<file path="config.mk">
export PLATFORM = sky130hd
export DESIGN_NAME = seq_shifter
export DESIGN_NICKNAME = d
export VERILOG_FILES = /design/src/rtl/seq_shifter_pkg.sv /design/src/rtl/seq_shifter_shift_step.sv /design/src/rtl/seq_shifter.sv
export SDC_FILE = /design/constraint.sdc
export NUM_CORES = 1
export LEC_CHECK = 0
export ABC_AREA = 0
export CAP_MARGIN = 25
export CORE_UTILIZATION = 49
export DETAILED_ROUTE_END_ITERATION = 10
export PLACE_DENSITY = 0.85
export SLEW_MARGIN = 20
export SYNTH_ARGS = -nofsm -noshare
export SYNTH_HDL_FRONTEND = slang
export SYNTH_SLANG_ARGS = --single-unit
</file>
<file path="constraint.sdc">
create_clock -name clk -period 2.7 [get_ports clk]
set_clock_uncertainty 0.05 [all_clocks]
set_input_delay 0.81 -clock clk [delete_from_list [all_inputs] [get_ports clk]]
set_output_delay 0.81 -clock clk [all_outputs]
set_load 0.005 [all_outputs]
</file>
<file path="src/rtl/seq_shifter_pkg.sv">
// shifter_pkg: shared shift-stage types for the decoder, controller and the
// multi-cycle shifter.
//   shift_op_e : operation encoding carried on in_op
//   state_e    : shifter controller states
package shifter_pkg;

  typedef enum logic [1:0] {
    SH_NONE = 2'b00,
    SH_LSL  = 2'b01,
    SH_LSR  = 2'b10,
    SH_ASR  = 2'b11
  } shift_op_e;

  typedef enum logic [1:0] {
    S_IDLE,
    S_SHIFT,
    S_DONE
  } state_e;

endpackage

</file>
<file path="src/rtl/seq_shifter_shift_step.sv">
// shift_step: combinational shift of a WIDTH-bit word by k bits (k < WIDTH)
// for one shift operation.
// Optional feature macro: SEQ_SHIFTER_CARRY_EN (adds the carry output).
// Ports:
//   data  : word to shift
//   op    : shift_op_e encoding (none / LSL / LSR / ASR)
//   k     : shift distance for this step
//   res   : shifted word
//   carry : last bit shifted out, 0 when k==0 or op none (carry builds only)
module shift_step
  import shifter_pkg::*;
#(
  parameter int WIDTH = 16,
  parameter int AMT_W = $clog2(WIDTH)
) (
  input  logic [WIDTH-1:0] data,
  input  logic [1:0]       op,
  input  logic [AMT_W-1:0] k,
  output logic [WIDTH-1:0] res
`ifdef SEQ_SHIFTER_CARRY_EN
  ,
  output logic             carry
`endif
);

  logic signed [WIDTH-1:0] data_s;
  assign data_s = data;

  always_comb begin
    res = data;
    case (shift_op_e'(op))
      SH_LSL:  res = data << k;
      SH_LSR:  res = data >> k;
      SH_ASR:  res = data_s >>> k;
      default: res = data;
    endcase
  end

`ifdef SEQ_SHIFTER_CARRY_EN
  always_comb begin
    carry = 1'b0;
    if (k != '0) begin
      case (shift_op_e'(op))
        SH_LSL:  carry = data[AMT_W'(WIDTH - int'(k))];
        SH_LSR,
        SH_ASR:  carry = data[k - AMT_W'(1)];
        default: carry = 1'b0;
      endcase
    end
  end
`endif

endmodule

</file>
<file path="src/rtl/seq_shifter.sv">
// seq_shifter: multi-cycle shifter for the datapath shift stage. Shifts a
// WIDTH-bit operand by 0..WIDTH-1 bits, STEP bits per cycle, with valid/ready
// handshakes on both sides.
// Optional feature macro: SEQ_SHIFTER_CARRY_EN (adds out_carry and its register).
// Ports:
//   clk, reset_n        : rising-edge clock, asynchronous active-low reset
//   in_valid/in_ready   : request handshake (in_ready only in IDLE)
//   in_data/in_op/in_amt: operand, shift_op_e encoding, shift amount
//   out_valid/out_ready : result handshake (out_valid only in DONE)
//   out_data            : shifted result
//   out_carry           : last bit shifted out (carry builds only)
module seq_shifter
  import shifter_pkg::*;
#(
  parameter  int WIDTH = 16,
  parameter  int STEP  = 1,
  localparam int AMT_W = $clog2(WIDTH)
) (
  input  logic             clk,
  input  logic             reset_n,
  input  logic             in_valid,
  output logic             in_ready,
  input  logic [WIDTH-1:0] in_data,
  input  logic [1:0]       in_op,
  input  logic [AMT_W-1:0] in_amt,
  output logic             out_valid,
  input  logic             out_ready,
  output logic [WIDTH-1:0] out_data
`ifdef SEQ_SHIFTER_CARRY_EN
  ,
  output logic             out_carry
`endif
);

  state_e           state;
  logic [AMT_W-1:0] rem;
  logic [WIDTH-1:0] data_q;
  logic [1:0]       op_q;

  logic             accept;
  logic [WIDTH-1:0] step_in;
  logic [1:0]       op_src;
  logic [AMT_W-1:0] rem_src;
  logic [AMT_W-1:0] k;
  logic [AMT_W-1:0] rem_next;
  logic [WIDTH-1:0] step_res;
`ifdef SEQ_SHIFTER_CARRY_EN
  logic             step_carry;
  logic             carry_q;
`endif

  assign in_ready  = (state == S_IDLE);
  assign out_valid = (state == S_DONE);
  assign accept    = in_valid && in_ready;
  assign out_data  = data_q;
`ifdef SEQ_SHIFTER_CARRY_EN
  assign out_carry = carry_q;
`endif

  // The first step is taken on the accepting edge straight from the request
  // inputs, so a shift finishes ceil(amt/STEP) cycles after acceptance; an
  // amount of at most STEP therefore goes directly from IDLE to DONE.
  always_comb begin
    step_in = data_q;
    op_src  = op_q;
    rem_src = rem;
    if (state == S_IDLE) begin
      step_in = in_data;
      op_src  = in_op;
      rem_src = in_amt;
    end
    if (32'(rem_src) >= STEP) k = AMT_W'(STEP);
    else                      k = rem_src;
    rem_next = rem_src - k;
  end

  shift_step #(
    .WIDTH (WIDTH),
    .AMT_W (AMT_W)
  ) u_step (
    .data  (step_in),
    .op    (op_src),
    .k     (k),
    .res   (step_res)
`ifdef SEQ_SHIFTER_CARRY_EN
    ,
    .carry (step_carry)
`endif
  );

  always_ff @(posedge clk or negedge reset_n) begin
    if (!reset_n) begin
      state  <= S_IDLE;
      rem    <= '0;
      data_q <= '0;
      op_q   <= '0;
`ifdef SEQ_SHIFTER_CARRY_EN
      carry_q <= 1'b0;
`endif
    end else begin
      case (state)
        S_IDLE: begin
          if (accept) begin
            op_q   <= in_op;
            data_q <= step_res;
`ifdef SEQ_SHIFTER_CARRY_EN
            carry_q <= step_carry;
`endif
            if (shift_op_e'(in_op) == SH_NONE || rem_next == '0) begin
              rem   <= '0;
              state <= S_DONE;
            end else begin
              rem   <= rem_next;
              state <= S_SHIFT;
            end
          end
        end
        S_SHIFT: begin
          data_q <= step_res;
`ifdef SEQ_SHIFTER_CARRY_EN
          carry_q <= step_carry;
`endif
          rem <= rem_next;
          if (rem_next == '0) state <= S_DONE;
        end
        S_DONE: begin
          if (out_ready) state <= S_IDLE;
        end
        default: state <= S_IDLE;
      endcase
    end
  end

endmodule

</file>
==> results_tabular.tex <==
\begin{tabular}{lr}
\hline
Metric & Value \\
\hline
\multicolumn{2}{l}{\textbf{Status}} \\
Run status & finished, final reports clean \\
\multicolumn{2}{l}{\textbf{Place}} \\
Detailed placer's ending HPWL & approximately 3.2 mm \\
Setup slack after placement & -0.3851 ns \\
Number of cells in the design after placement & 291 \\
Placed instance area & roughly 2300 µm² \\
Routability cong. & between 0.8 and 0.9 \\
Number of buffers inserted by port buffering & 43 \\
\multicolumn{2}{l}{\textbf{Clocking}} \\
TritonCTS clock tree & built \\
Quantity of hold-fixing buffers added after cts & 0 \\
Total number of clock tree sinks & 24 \\
Clock buffer count from CTS & 3 \\
Clock root buffer master & clkbuf\_4 \\
CTS max path bufs & 2 \\
H-tree levels & 1 \\
Worst-Skew Late Latency & $\sim$0.30 ns \\
Clk slew on worst S/H paths & between 0.1 and 0.15 ns \\
\multicolumn{2}{l}{\textbf{Global routing}} \\
Total routing resource utilization after global routing & 0.2378 \\
Vias in the first global route & about 1500 \\
Gr ovfl total & 0 \\
Initial antenna violation count & 0 \\
Maximum number of pins on one net before global-route repair & 29 \\
Global-route wire length before repair & roughly 6.8 mm \\
\multicolumn{2}{l}{\textbf{Finish}} \\
Most common library cell in the layout ignoring fill and taps & clkdlybuf4s50\_1 \\
Diode insertion count for antenna repair & 0 \\
Fraction of layout instances using a drive strength above 1 & 0.1532 \\
Highest-count cells in the layout ignoring fill and taps & clkdlybuf4s50\_1 (41), dfrtp\_1 (24), nand2\_1 (22), buf\_4 (20), inv\_1 (18) \\
Nets@finish & $\sim$280 \\
Post-route standard cell area excluding fillers & 2352 µm² \\
Fillcell total & approximately 270 \\
Area grow syn2layout & 34.67\% \\
Final cell count without fillers & between 200 and 300 \\
\multicolumn{2}{l}{\textbf{Yosys}} \\
Cell area after technology mapping & between 1500 and 2000 µm² \\
Flip-flop and latch count after synthesis & 24 \\
Mean cell area of the mapped netlist & about 9.0 µm² \\
Number of warning messages in the yosys log & 0 \\
Number of synthesized flops with an enable pin & 0 \\
Post-synthesis net count & roughly 220 \\
Count of different cell masters after synthesis & 43 \\
Area fraction of the dominant cell type after synthesis & 0.3438 \\
Largest cells by area after synthesis & dfrtp\_1 (34\%), mux2i\_1 (9.7\%), o22ai\_1 (5.4\%), a22oi\_1 (4.7\%), nand2\_1 (4.7\%) \\
Leading area contributor after synthesis & dfrtp\_1 \\
Sequential area share after synthesis & 0.3438 \\
Async set or reset register ratio after synthesis & 1.000 \\
Cells after synthesis & between 150 and 200 \\
Most used DFF post-synth & dfrtp\_1 \\
\multicolumn{2}{l}{\textbf{STA}} \\
Final setup viols & 0 \\
Time the worst path needs with I/O delays and setup & around 2.6 ns \\
Fin. max-slew vios & 0 \\
Part of the cycle the worst path needs & 0.9770 \\
Setup repair after global routing missed its margin & false \\
Max-slew headroom & 0.6861 \\
Final Hold Violating Endpoints & 0 \\
PnR worst setup slack & around 0.062 ns \\
Total negative slack for setup checks & 0 ns \\
Tightest Pin Transition & approximately 0.47 ns \\
Highest clock rate & approximately 0.38 GHz \\
\multicolumn{2}{l}{\textbf{Floorplanning}} \\
Number of placed I/O pins & 44 \\
Initial Utilization & 0.5193 \\
Full die area & 3808 µm² \\
Die Span X & 61.71 µm \\
Core footprint & between 3000 and 4000 µm² \\
Row Count & 21 \\
Vertical extent of the die & 61.71 µm \\
\multicolumn{2}{l}{\textbf{Critical path}} \\
WP buf/inv & 2 \\
Cell at the slowest stage of the critical path & or4\_4 \\
Critical path launch point type & input port \\
Worst EP required & between 2 and 3 ns \\
Type of destination of the critical path & register \\
Largest stage delay on the critical path & about 0.45 ns \\
Cell family with the largest share of critical-path delay & simple AND/OR/NAND/NOR gates \\
Largest fanout of any net on the critical path & 3 \\
Critical path start-end classification & input port to register \\
Cells traversed along the worst timing path & clkdlybuf4s50\_1, or4\_4, o31ai\_4, and2\_4, nor2b\_1, inv\_1, ha\_1, a211oi\_2, o21ai\_1, and2\_1 \\
Worst path arrival time & approximately 2.8 ns \\
\multicolumn{2}{l}{\textbf{Route}} \\
Residual DRC count & 0 \\
Drt via density & about 5.7 \\
Number of nets still failing antenna checks after routing & 0 \\
Wire length reported by the detailed router & between 4 and 5 mm \\
Drt initial violations & between 90 and 100 \\
Vias & between 1500 and 2000 \\
Final routed wire length divided by cell count & between 10 and 15 µm \\
Number of detailed-route iterations in the first pass & 4 \\
\multicolumn{2}{l}{\textbf{Power}} \\
Overall power & $\sim$0.0032 W \\
Static leakage & $\sim$1.0 nW \\
Peak ir drop on the vdd network & between 0.0006 and 0.0007 V \\
Pwr per Cell Area & around 1300 nW/µm² \\
\multicolumn{2}{l}{\textbf{Run}} \\
Max capacitance violation total & 0 \\
\multicolumn{2}{l}{\textbf{Min path}} \\
Class of the tightest hold or removal check & register to register \\
\hline
\end{tabular}
==> tightest hold or removal path, cell delays in order (launching register included) <==
cell and delay (ns):
dfrtp_1 0.38, nand2_1 0.05, o21ai_1 0.06
==> through the flow <==
stage               hold slack (ns)    util
floorplan                    0.4413       -
global placement             0.4406  0.6853
detailed placement           0.4474  0.6853
CTS                          0.4756  0.6942
global route                 0.5084  0.6994
finish                       0.4712  0.6994
==> logic make-up (layout without fill, tap and decap cells) <==
logic type               count (synthesis)  count (layout)  synth area share
AO/OA/AOI/OAI                           68              68            0.2722
XOR/XNOR                                 1               1          0.005015
adder cells (fa/ha/maj)                  2               2           0.01432
buffers and inverters                   33              87            0.1125
flip-flops                              24              24            0.3438
multiplexers                            20              20            0.1189
AND/OR/NAND/NOR                         46              46            0.1332
==> metal layers <==
layer,GRT usage,vias to the layer above,part of all wire
met5,0,-,0
met3,0.03106,6,0.046
li1,-,819,-
met4,0.07619,0,0.0097
met1,0.3485,787,0.48
met2,0.3641,54,0.47
==> path summary, 6_finish.rpt <==
| kind | slack, ns | from | to | depth (start not counted) |
|---|---|---|---|---|
| worst max-delay path | 0.06 | in_amt[1] | state[0]$_DFFE_PN0P_ | 10 |
| worst min-delay path | 0.47 | out_data[10]$_DFFE_PN0P_ | out_data[10]$_DFFE_PN0P_ | 2 |
| worst min register to register | 0.47 | out_data[10]$_DFFE_PN0P_ | out_data[10]$_DFFE_PN0P_ | 2 |
| min in group asynchronous | 0.79 | reset_n | out_data[8]$_DFFE_PN0P_ | 2 |
| worst max register to register | 0.32 | state[1]$_DFFE_PN0P_ | state[0]$_DFFE_PN0P_ | 9 |
| max in group asynchronous | 1.58 | reset_n | rem[3]$_DFFE_PN0P_ | 2 |
==> synth_stat cells, drive strengths merged, types with 4 or more instances <==
library cell  number
nor2               5
nor2b              4
inv               19
dfrtp             24
mux2i             17
buf               10
o21ai             20
o22ai             15
nand2             22
o31ai              4
clkbuf             4
a22oi             11
==> state kept, by name, summed over array words and instances (netlist names) <==
signal,cells
op_q,2
out_data,16
state,2
rem,4
==> layout make-up <==
class / count / area (µm²) / share of cell area
clock buffer: 3 / 22.52 / 0.009574
inverter: 19 / 76.32 / 0.03245
multi-input combinational: 137 / 969.7 / 0.4122
sequential: 24 / 600.6 / 0.2553
tap: 46 / 57.56 / 0.02447
timing repair buffer: 65 / 625.6 / 0.2660
==> power by group <==
| part | switching [W] | leakage, nW | internal [W] |
|---|---|---|---|
| clock network | 0.0000990 | 0.0138 | 0.0000521 |
| logic | 0.00113 | 0.744 | 0.00117 |
| registers | 0.000167 | 0.288 | 0.000555 |
==> what timing repair did <==
action | 4_1_cts | 5_1_grt
cloned | 0 | 0
buffers inserted | 0 | 0
setup endpoints to repair | 2 | 2
endpoints found under the hold margin | 0 | 0
pin swaps | 0 | 4
resized for setup | 2 | 4
(Power assumes the default switching activity.)
